[config.mk]
export PLATFORM = sky130hd
export DESIGN_NAME = mips_alu_flat
export DESIGN_NICKNAME = d
export VERILOG_FILES = /design/src/rtl/mips_alu_if.sv /design/src/rtl/mips_alu.sv /design/src/flat_wrapper.sv
export SDC_FILE = /design/constraint.sdc
export NUM_CORES = 1
export LEC_CHECK = 0
export ABC_AREA = 1
export BUFFER_PORTS_ARGS = -buffer_cell sky130_fd_sc_hd__buf_2
export CAP_MARGIN = 20
export CORE_UTILIZATION = 42
export DETAILED_ROUTE_END_ITERATION = 12
export HOLD_SLACK_MARGIN = 0.15
export PLACE_DENSITY_LB_ADDON = 0.2
export SYNTH_ARGS = -nofsm -noshare
export SYNTH_HDL_FRONTEND = slang
export SYNTH_SLANG_ARGS = --single-unit
export TNS_END_PERCENT = 1
[constraint.sdc]
create_clock -name clk -period 0.8 [get_ports clk]
set_input_delay 0.04 -clock clk [delete_from_list [all_inputs] [get_ports clk]]
set_output_delay 0.04 -clock clk [all_outputs]
set_load 0.01 [all_outputs]
[src/rtl/mips_alu_if.sv]
// Operand/result bundle between instruction decode and the ALU.
// Decode drives operands and opcode; the ALU returns a registered result with flags.
interface mips_alu_if #(
  parameter int WIDTH = 32
);
  logic [WIDTH-1:0] src;
  logic [WIDTH-1:0] dest;
  logic [3:0]       aluopcode;
  logic             in_valid;
  logic [WIDTH-1:0] res;
  logic             res_valid;
  logic             zero;
  logic             overflow;

  modport master (
    output src, dest, aluopcode, in_valid,
    input  res, res_valid, zero, overflow
  );

  modport slave (
    input  src, dest, aluopcode, in_valid,
    output res, res_valid, zero, overflow
  );
endinterface

[src/rtl/mips_alu.sv]
// Integer ALU for the MIPS-subset core: add/sub/logic/compare/shift.
// The result and flags are registered, so they appear one cycle after issue.
module mips_alu #(
  parameter int WIDTH = 32
) (
  input  logic        clk,
  input  logic        rst,
  mips_alu_if.slave   bus
);
  localparam int SHW = $clog2(WIDTH);

  localparam logic [3:0] OP_ADD  = 4'b0000;
  localparam logic [3:0] OP_SUB  = 4'b0001;
  localparam logic [3:0] OP_AND  = 4'b0010;
  localparam logic [3:0] OP_OR   = 4'b0011;
  localparam logic [3:0] OP_SLTU = 4'b0100;
  localparam logic [3:0] OP_NOR  = 4'b0101;
  localparam logic [3:0] OP_XOR  = 4'b0110;
  localparam logic [3:0] OP_SLL  = 4'b1000;
  localparam logic [3:0] OP_SRL  = 4'b1001;
  localparam logic [3:0] OP_SRA  = 4'b1010;
  localparam logic [3:0] OP_SLT  = 4'b1011;

  logic [WIDTH-1:0] w_sum;
  logic [WIDTH-1:0] w_diff;
  logic [SHW-1:0]   w_shamt;
  logic [WIDTH-1:0] w_res;
  logic             w_ovf;

  logic [WIDTH-1:0] r_res;
  logic             r_zero;
  logic             r_ovf;
  logic             r_valid;

  assign w_sum   = bus.src + bus.dest;
  assign w_diff  = bus.src - bus.dest;
  assign w_shamt = bus.dest[SHW-1:0];

  // Reserved opcodes fall into the default arm and produce a clean 0.
  always_comb begin
    w_res = '0;
    w_ovf = 1'b0;
    case (bus.aluopcode)
      OP_ADD: begin
        w_res = w_sum;
        w_ovf = (bus.src[WIDTH-1] == bus.dest[WIDTH-1]) &&
                (w_sum[WIDTH-1] != bus.src[WIDTH-1]);
      end
      OP_SUB: begin
        w_res = w_diff;
        w_ovf = (bus.src[WIDTH-1] != bus.dest[WIDTH-1]) &&
                (w_diff[WIDTH-1] != bus.src[WIDTH-1]);
      end
      OP_AND:  w_res = bus.src & bus.dest;
      OP_OR:   w_res = bus.src | bus.dest;
      OP_NOR:  w_res = ~(bus.src | bus.dest);
      OP_XOR:  w_res = bus.src ^ bus.dest;
      OP_SLTU: w_res = {{(WIDTH-1){1'b0}}, (bus.src < bus.dest)};
      OP_SLT:  w_res = {{(WIDTH-1){1'b0}}, ($signed(bus.src) < $signed(bus.dest))};
      OP_SLL:  w_res = bus.src << w_shamt;
      OP_SRL:  w_res = bus.src >> w_shamt;
      OP_SRA:  w_res = WIDTH'($signed(bus.src) >>> w_shamt);
      default: begin
        w_res = '0;
        w_ovf = 1'b0;
      end
    endcase
  end

  // Idle cycles hold the last result and flags; only the valid strobe drops.
  always_ff @(posedge clk or posedge rst) begin
    if (rst) begin
      r_res   <= '0;
      r_zero  <= 1'b1;
      r_ovf   <= 1'b0;
      r_valid <= 1'b0;
    end else begin
      r_valid <= bus.in_valid;
      if (bus.in_valid) begin
        r_res  <= w_res;
        r_zero <= (w_res == '0);
        r_ovf  <= w_ovf;
      end
    end
  end

  assign bus.res       = r_res;
  assign bus.zero      = r_zero;
  assign bus.overflow  = r_ovf;
  assign bus.res_valid = r_valid;
endmodule

[src/flat_wrapper.sv]
// flat-port wrapper written by rule: the top's interface ports become plain ports
module mips_alu_flat 
#(
  parameter int WIDTH = 32
)
  (clk, rst, bus_src, bus_dest, bus_aluopcode, bus_in_valid, bus_res, bus_res_valid, bus_zero, bus_overflow);
  mips_alu_if #(.WIDTH(WIDTH)) bus_i ();
  input  logic clk;
  input  logic rst;
  input wire logic [$bits(bus_i.src)-1:0] bus_src;
  input wire logic [$bits(bus_i.dest)-1:0] bus_dest;
  input wire logic [$bits(bus_i.aluopcode)-1:0] bus_aluopcode;
  input wire logic [$bits(bus_i.in_valid)-1:0] bus_in_valid;
  output wire logic [$bits(bus_i.res)-1:0] bus_res;
  output wire logic [$bits(bus_i.res_valid)-1:0] bus_res_valid;
  output wire logic [$bits(bus_i.zero)-1:0] bus_zero;
  output wire logic [$bits(bus_i.overflow)-1:0] bus_overflow;
  assign bus_i.src = bus_src;
  assign bus_i.dest = bus_dest;
  assign bus_i.aluopcode = bus_aluopcode;
  assign bus_i.in_valid = bus_in_valid;
  assign bus_res = bus_i.res;
  assign bus_res_valid = bus_i.res_valid;
  assign bus_zero = bus_i.zero;
  assign bus_overflow = bus_i.overflow;
  mips_alu #(.WIDTH(WIDTH)) u_core (.clk(clk), .rst(rst), .bus(bus_i));
endmodule
* After elaboration in Yosys (flattened, before gate mapping)
Cells that the tools add are included.
** Storage, ports and cells
- ROM bits :: 0
- Bits in registers :: 35
- Logic and storage cells :: 35
- Memories :: 0
- Input bits :: 71
- Latch bits :: 0
- RAM bits :: 0
** Cells by class
- Equality and inequality tests :: 14
- $add $sub $neg :: 2
- Shift-type cells :: 3
- Reductions and logical operators :: 4
- Div/mod/pow operators :: 0
- Bitwise logic cells :: 4
- Muxes and demuxes :: 2
- Order comparisons :: 2
- $mul :: 0
** Operators with widths (count)
- $pmux W32 S11 :: 1
- $lt A32 B32 Y1 :: 2
- $add A32 B32 Y32 :: 1
- $and A32 B32 Y32 :: 1
- $logic_not A32 Y1 :: 1
- $not A32 Y32 :: 1
- $or A32 B32 Y32 :: 1
- $shl A32 B5 Y32 :: 1
- $shr A32 B5 Y32 :: 1
- $sshr A32 B5 Y32 :: 1
- $sub A32 B32 Y32 :: 1
- $xor A32 B32 Y32 :: 1
- $eq A4 B4 Y1 const B :: 4
- $eq A4 B3 Y1 const B :: 3
- $eq A4 B2 Y1 const B :: 2
- $eq A4 B1 Y1 const B :: 1
- $logic_not A4 Y1 :: 1
- $ne A1 B1 Y1 :: 3
- $logic_and A1 B1 Y1 :: 2
- $pmux W1 S2 :: 1
- $eq A1 B1 Y1 :: 1

* Longest topological paths before layout
- Depth after elaboration :: 4
- Mapped depth :: 24
- Depth with buffers taken out :: 22

* Worst setup path after synthesis
OpenSTA, ideal clock, no wires.
- Kind :: input-to-reg
- Start :: input bus_dest[2]
- End :: register u_core.r_zero (netlist: u_core.bus.zero)
- Required time :: 739 ps
- Data arrival time :: 2316 ps
- Setup slack :: -1577 ps
- Library setup time :: 61 ps
- Stages on the path :: 23
- Cells stage by stage :: buf_2 inv_2 buf_2 buf_2 ha_1 buf_2 inv_1 nand2_1 nand2_1 nand2_1 inv_1 nand2_1 nand3_2 nand2_1 a21oi_1 nor2_1 nor2_1 nand2_1 nor2_1 nand2_1 nor2_1 nand3_1 nand2_1
** Between the ends
- Word-level cells in the longest chain between the ends :: 4
- Elaborated cells on any way between the ends :: 13
- Classes of those cells :: add/sub: 2; order compare: 2; shift: 3; mux: 1; bitwise: 4; reduce/logical: 1
** Ends and longest elaborated chain
- start, declared :: line flat_wrapper.sv:11 : input wire logic [$bits(bus_i.dest)-1:0] bus_dest;
- branches (longest 2 deep; another with $sub A32 B32 Y32)
- $pmux W32 S11 * :: line mips_alu.sv:43 : case (bus.aluopcode)
- $logic_not A32 Y1 * :: line mips_alu.sv:81 : r_zero <= (w_res == '0);
- end signal, assigned :: line mips_alu.sv:81
- end, declared :: line mips_alu.sv:31 : logic r_zero;
Mark *: on every way between the ends.
A chain may end at the register's enable or synchronous reset.

* Worst setup path in the final report
- Start :: input bus_src[6]
- End :: register u_core.r_zero (netlist: u_core.bus.zero)
** Between the ends
- Word-level cells in the longest chain between the ends :: 4
- Elaborated cells on any way between the ends :: 13
- Classes of those cells :: add/sub: 2; order compare: 2; shift: 3; mux: 1; bitwise: 4; reduce/logical: 1
** Ends and longest elaborated chain
- start, declared :: line flat_wrapper.sv:10 : input wire logic [$bits(bus_i.src)-1:0] bus_src;
- branches (longest 2 deep; another with $sub A32 B32 Y32)
- $pmux W32 S11 * :: line mips_alu.sv:43
- $logic_not A32 Y1 * :: line mips_alu.sv:81
Marked as above.

==> results.toml <==
[logic_synthesis]
synthArstFlopShare = 1.000
synth.avg_cell_area_um2 = 5.084
netlist.top_cell.by_area = "nand2_1"
ys_seq_area_frac = 0.07433
ys_types = 43
muxShareOfSynthArea = 0
synth_top_cell_area_share = 0.2596
synth_fa_ha_area_frac = 0.1084
netlist_area_um2 = 11800
yosysMostFrequentCell = "nand2_1"
dominantRegCellSynth = "dfrtp_1"
synth_top_family_by_area = "simple AND/OR/NAND/NOR gates"
synthCells = 2321
synth-seq-cells = 35
synth-edff-count = 0
synth_area_leaders = "nand2_1 26%, nand3_1 18%, ha_1 10%"
synth_nets = 2493
synth_xor_area_frac = 0.001484
synth-simple-area-share = 0.5725
synth_commonest_cells = "816 x nand2_1, 417 x nand3_1, 278 x inv_1"
synth_compound_area_frac = 0.1042
yosysWarningCount = 0

[power_and_ir_drop]
p_leak_nw = 10.18
power_density_nw_per_um2 = 914.3
peakVddDrop_v = 0.0007490

[worst_setup_path]
r2r_start = "u_core.bus.zero"
worst_setup_path_start_kind = "primary input"
crit_buf_inv = 4
worst_ep_arrival_time_ns = 2.59
worstPathMaxFanout = 7
cpMostUsedCell = "nand2_4"
cp_slowest_cell = "ha_4"
crit_required_ns = 1.03
worst_r2r_endpoint = "u_core.bus.zero"
critical_path.cell_chain = "buf_2, inv_1, ha_4, nor2_1, buf_4, buf_4, nand4_1, nand2_4, nand2_4, nand2_4, nand2_4, nand2_2, nand2_2, nand3_2, nand2_2, nor3_2, nand2_1, nor2_2, nand3_1, nand2_1"
cpLargestDelayFamily = "simple AND/OR/NAND/NOR gates"
critical_path_class = "in2reg"
setup.reg_to_reg.worst_slack_ns = 0.06
r2r_cells = 2
end_kind = "flop"
cpPeakStageDelay_ns = 0.27

[sta]
hold_slack_ns = 0.1689
tightest_slew_ns = 0.6207
relSlewSlack = 0.5862
fin_crit_sh = 2.947
skew_ns = 0
finalHoldViolations = 0
finalSetupViolations = 69
rsz0062_at_grt = "yes"
layout_setup_ws_ns = -1.557
max_freq_mhz = 424.2
final.min_clock_period_ns = 2.357
final_max_slew_viol_count = 0

[grt]
grt_overflow_total = 0
grt_util_met1 = 0.5773
grt.total_usage = 0.4572
grt.busiest_layer = "met2"
grt_first_pass_wirelength_mm = 98.53
antenna_found_initial = 1
gr-usage-met2 = 0.7398
grt_max_degree = 58
first_global_vias = 17480
use_met3 = 0.06460

[die]
start_util = 0.4330
fp.dieW_um = 169.6
core_area_um2 = 27250
ios = 106
die_y_um = 169.6
die-area_um2 = 28770
std_cell_rows = 60

[routing]
wl_per_cell_um = 20.50
first_pass_iters = 8
ant_nets = 0
dr.first_iter.drc_count = 2555
viasPerCell = 5.674
drc = 0
vias = 18820
wl_mm = 68.02

[clock_tree]
clock_latency_ns = 0.29
cts_buffer_depth = 2
numCtsBuffers = 5
root_buffer = "clkbuf_16"
cts_tree = "built"
cts_sinks = 35
clk_pin_slew_ns = 0.06
htreeDepth = 2

[layout]
fin_cells = 3317
layout.nets = 3116
drive_gt1_frac = 0.3417
area_delta_synth_final_pct = 56.83

[placed_design]
dp_cells = 3280
port_buffers = 105
place_worst_setup_slack_ns = -2.201
dp_hpwl_mm = 56.31
gp_congestion = 1.105

[hold_path]
hp-start = "bus_in_valid"
worst_hold_path_type = "in2reg"
hold_depth = 3
whs_endpoint = "u_core.bus.res[4]"

[outcome]
violations = "setup timing"
outcome = "complete, but fails checks"

[flow_run]
maxCapViolCount = 0
## cells in the final DEF, fill, tap and decap left out, drive strengths merged
| cell | Yosys | final |
|---|---|---|
| nor4 | 3 | 3 |
| clkinvlp | 0 | 1 |
| clkinv | 2 | 3 |
| or2 | 3 | 3 |
| nand4 | 28 | 28 |
| inv | 287 | 286 |
| ha | 99 | 99 |
| o2111ai | 1 | 1 |
| nand3 | 422 | 422 |
| a211oi | 2 | 2 |
| clkbuf | 16 | 7 |
| o211ai | 7 | 7 |
| dfrtp | 34 | 34 |
| a221oi | 4 | 4 |
| dfstp | 1 | 1 |
| o21bai | 8 | 8 |
| nor3 | 19 | 19 |
| o22ai | 11 | 11 |
| nand2 | 839 | 839 |
| dlygate4sd3 | 0 | 2 |
| nor2 | 232 | 232 |
| nand3b | 14 | 14 |
| fa | 2 | 2 |
| o21ai | 87 | 87 |
| nor3b | 2 | 2 |
| buf | 83 | 712 |
| a31oi | 12 | 12 |
| o21a | 1 | 1 |
| and2 | 8 | 8 |
| diode | 0 | 1 |
| xor2 | 2 | 2 |
| a21oi | 92 | 92 |
## what timing repair did
action	4_1_cts	5_1_grt
buffers inserted	15	12
gates resized for setup	173	143
cloned	0	0
endpoints found under the hold margin	36	0
hold buffers	2	0
setup endpoints to repair	69	69
pin swaps	33	69
## layout make-up
type	instances	area, um2
multi-input cells	1898	10430
fillers	2578	8745
repair buffers	715	5477
inverters	289	1109
flip-flops and latches	35	877.1
well taps	372	465.4
clock buffers	6	138.9
clock inverters	1	5.005
diodes	1	2.502
## worst max-delay path by stage
stage / startpoint / endpoint / slack [ns] / depth (start not counted)
2_1_floorplan: bus_dest[2] / u_core.bus.zero / -1.25 / 23
3_3_place_gp: bus_src[5] / u_core.bus.zero / -2.16 / 19
3_5_place_dp: bus_src[0] / u_core.bus.zero / -2.20 / 21
4_1_cts: bus_src[0] / u_core.bus.zero / -1.42 / 21
5_1_grt: bus_src[1] / u_core.bus.zero / -1.66 / 20
6_report: bus_src[6] / u_core.bus.zero / -1.56 / 20
## through the flow
step,setup TNS [ns],util,total power [W],cell area (um2)
floorplan,-33.03,-,0.007487,11960
global placement,-52.82,0.6213,0.01315,16930
detailed placement,-53.79,0.6214,0.01327,16940
CTS,-38.18,0.6560,0.01589,17880
global route,-44.33,0.6790,0.01772,18500
finish,-40.78,0.6791,0.01692,18510
## sequential cells by signal, indices dropped and copies added, names as in the netlist
signal                cells
u_core.bus.res_valid      1
u_core.bus.res           32
u_core.bus.zero           1
u_core.bus.overflow       1
## tightest hold or removal path, stage by stage
cell,delay [ns]
buf_2,0.12
buf_4,0.17
a31oi_1,0.09
## routing by layer
layer / up-vias / share of wire
met5: - / 0.00016
met4: 2 / 0.070
met3: 295 / 0.10
met2: 1196 / 0.44
met1: 8626 / 0.39
li1: 8700 / -
## cells by family after synthesis
logic type | after synthesis
AOI/OAI and AO/OA | 225
adders and majority gates | 101
buffers and inverters | 388
xor gates and xnor gates | 2
DFF | 35
and+or+nand+nor | 1570
## power breakdown
group	leakage [nW]	internal, W	switching, W
Combinational	9.67	0.00539	0.00742
Sequential	0.436	0.00200	0.000140
Clock	0.0727	0.00122	0.000754
Power figures use the tool's default switching activity.
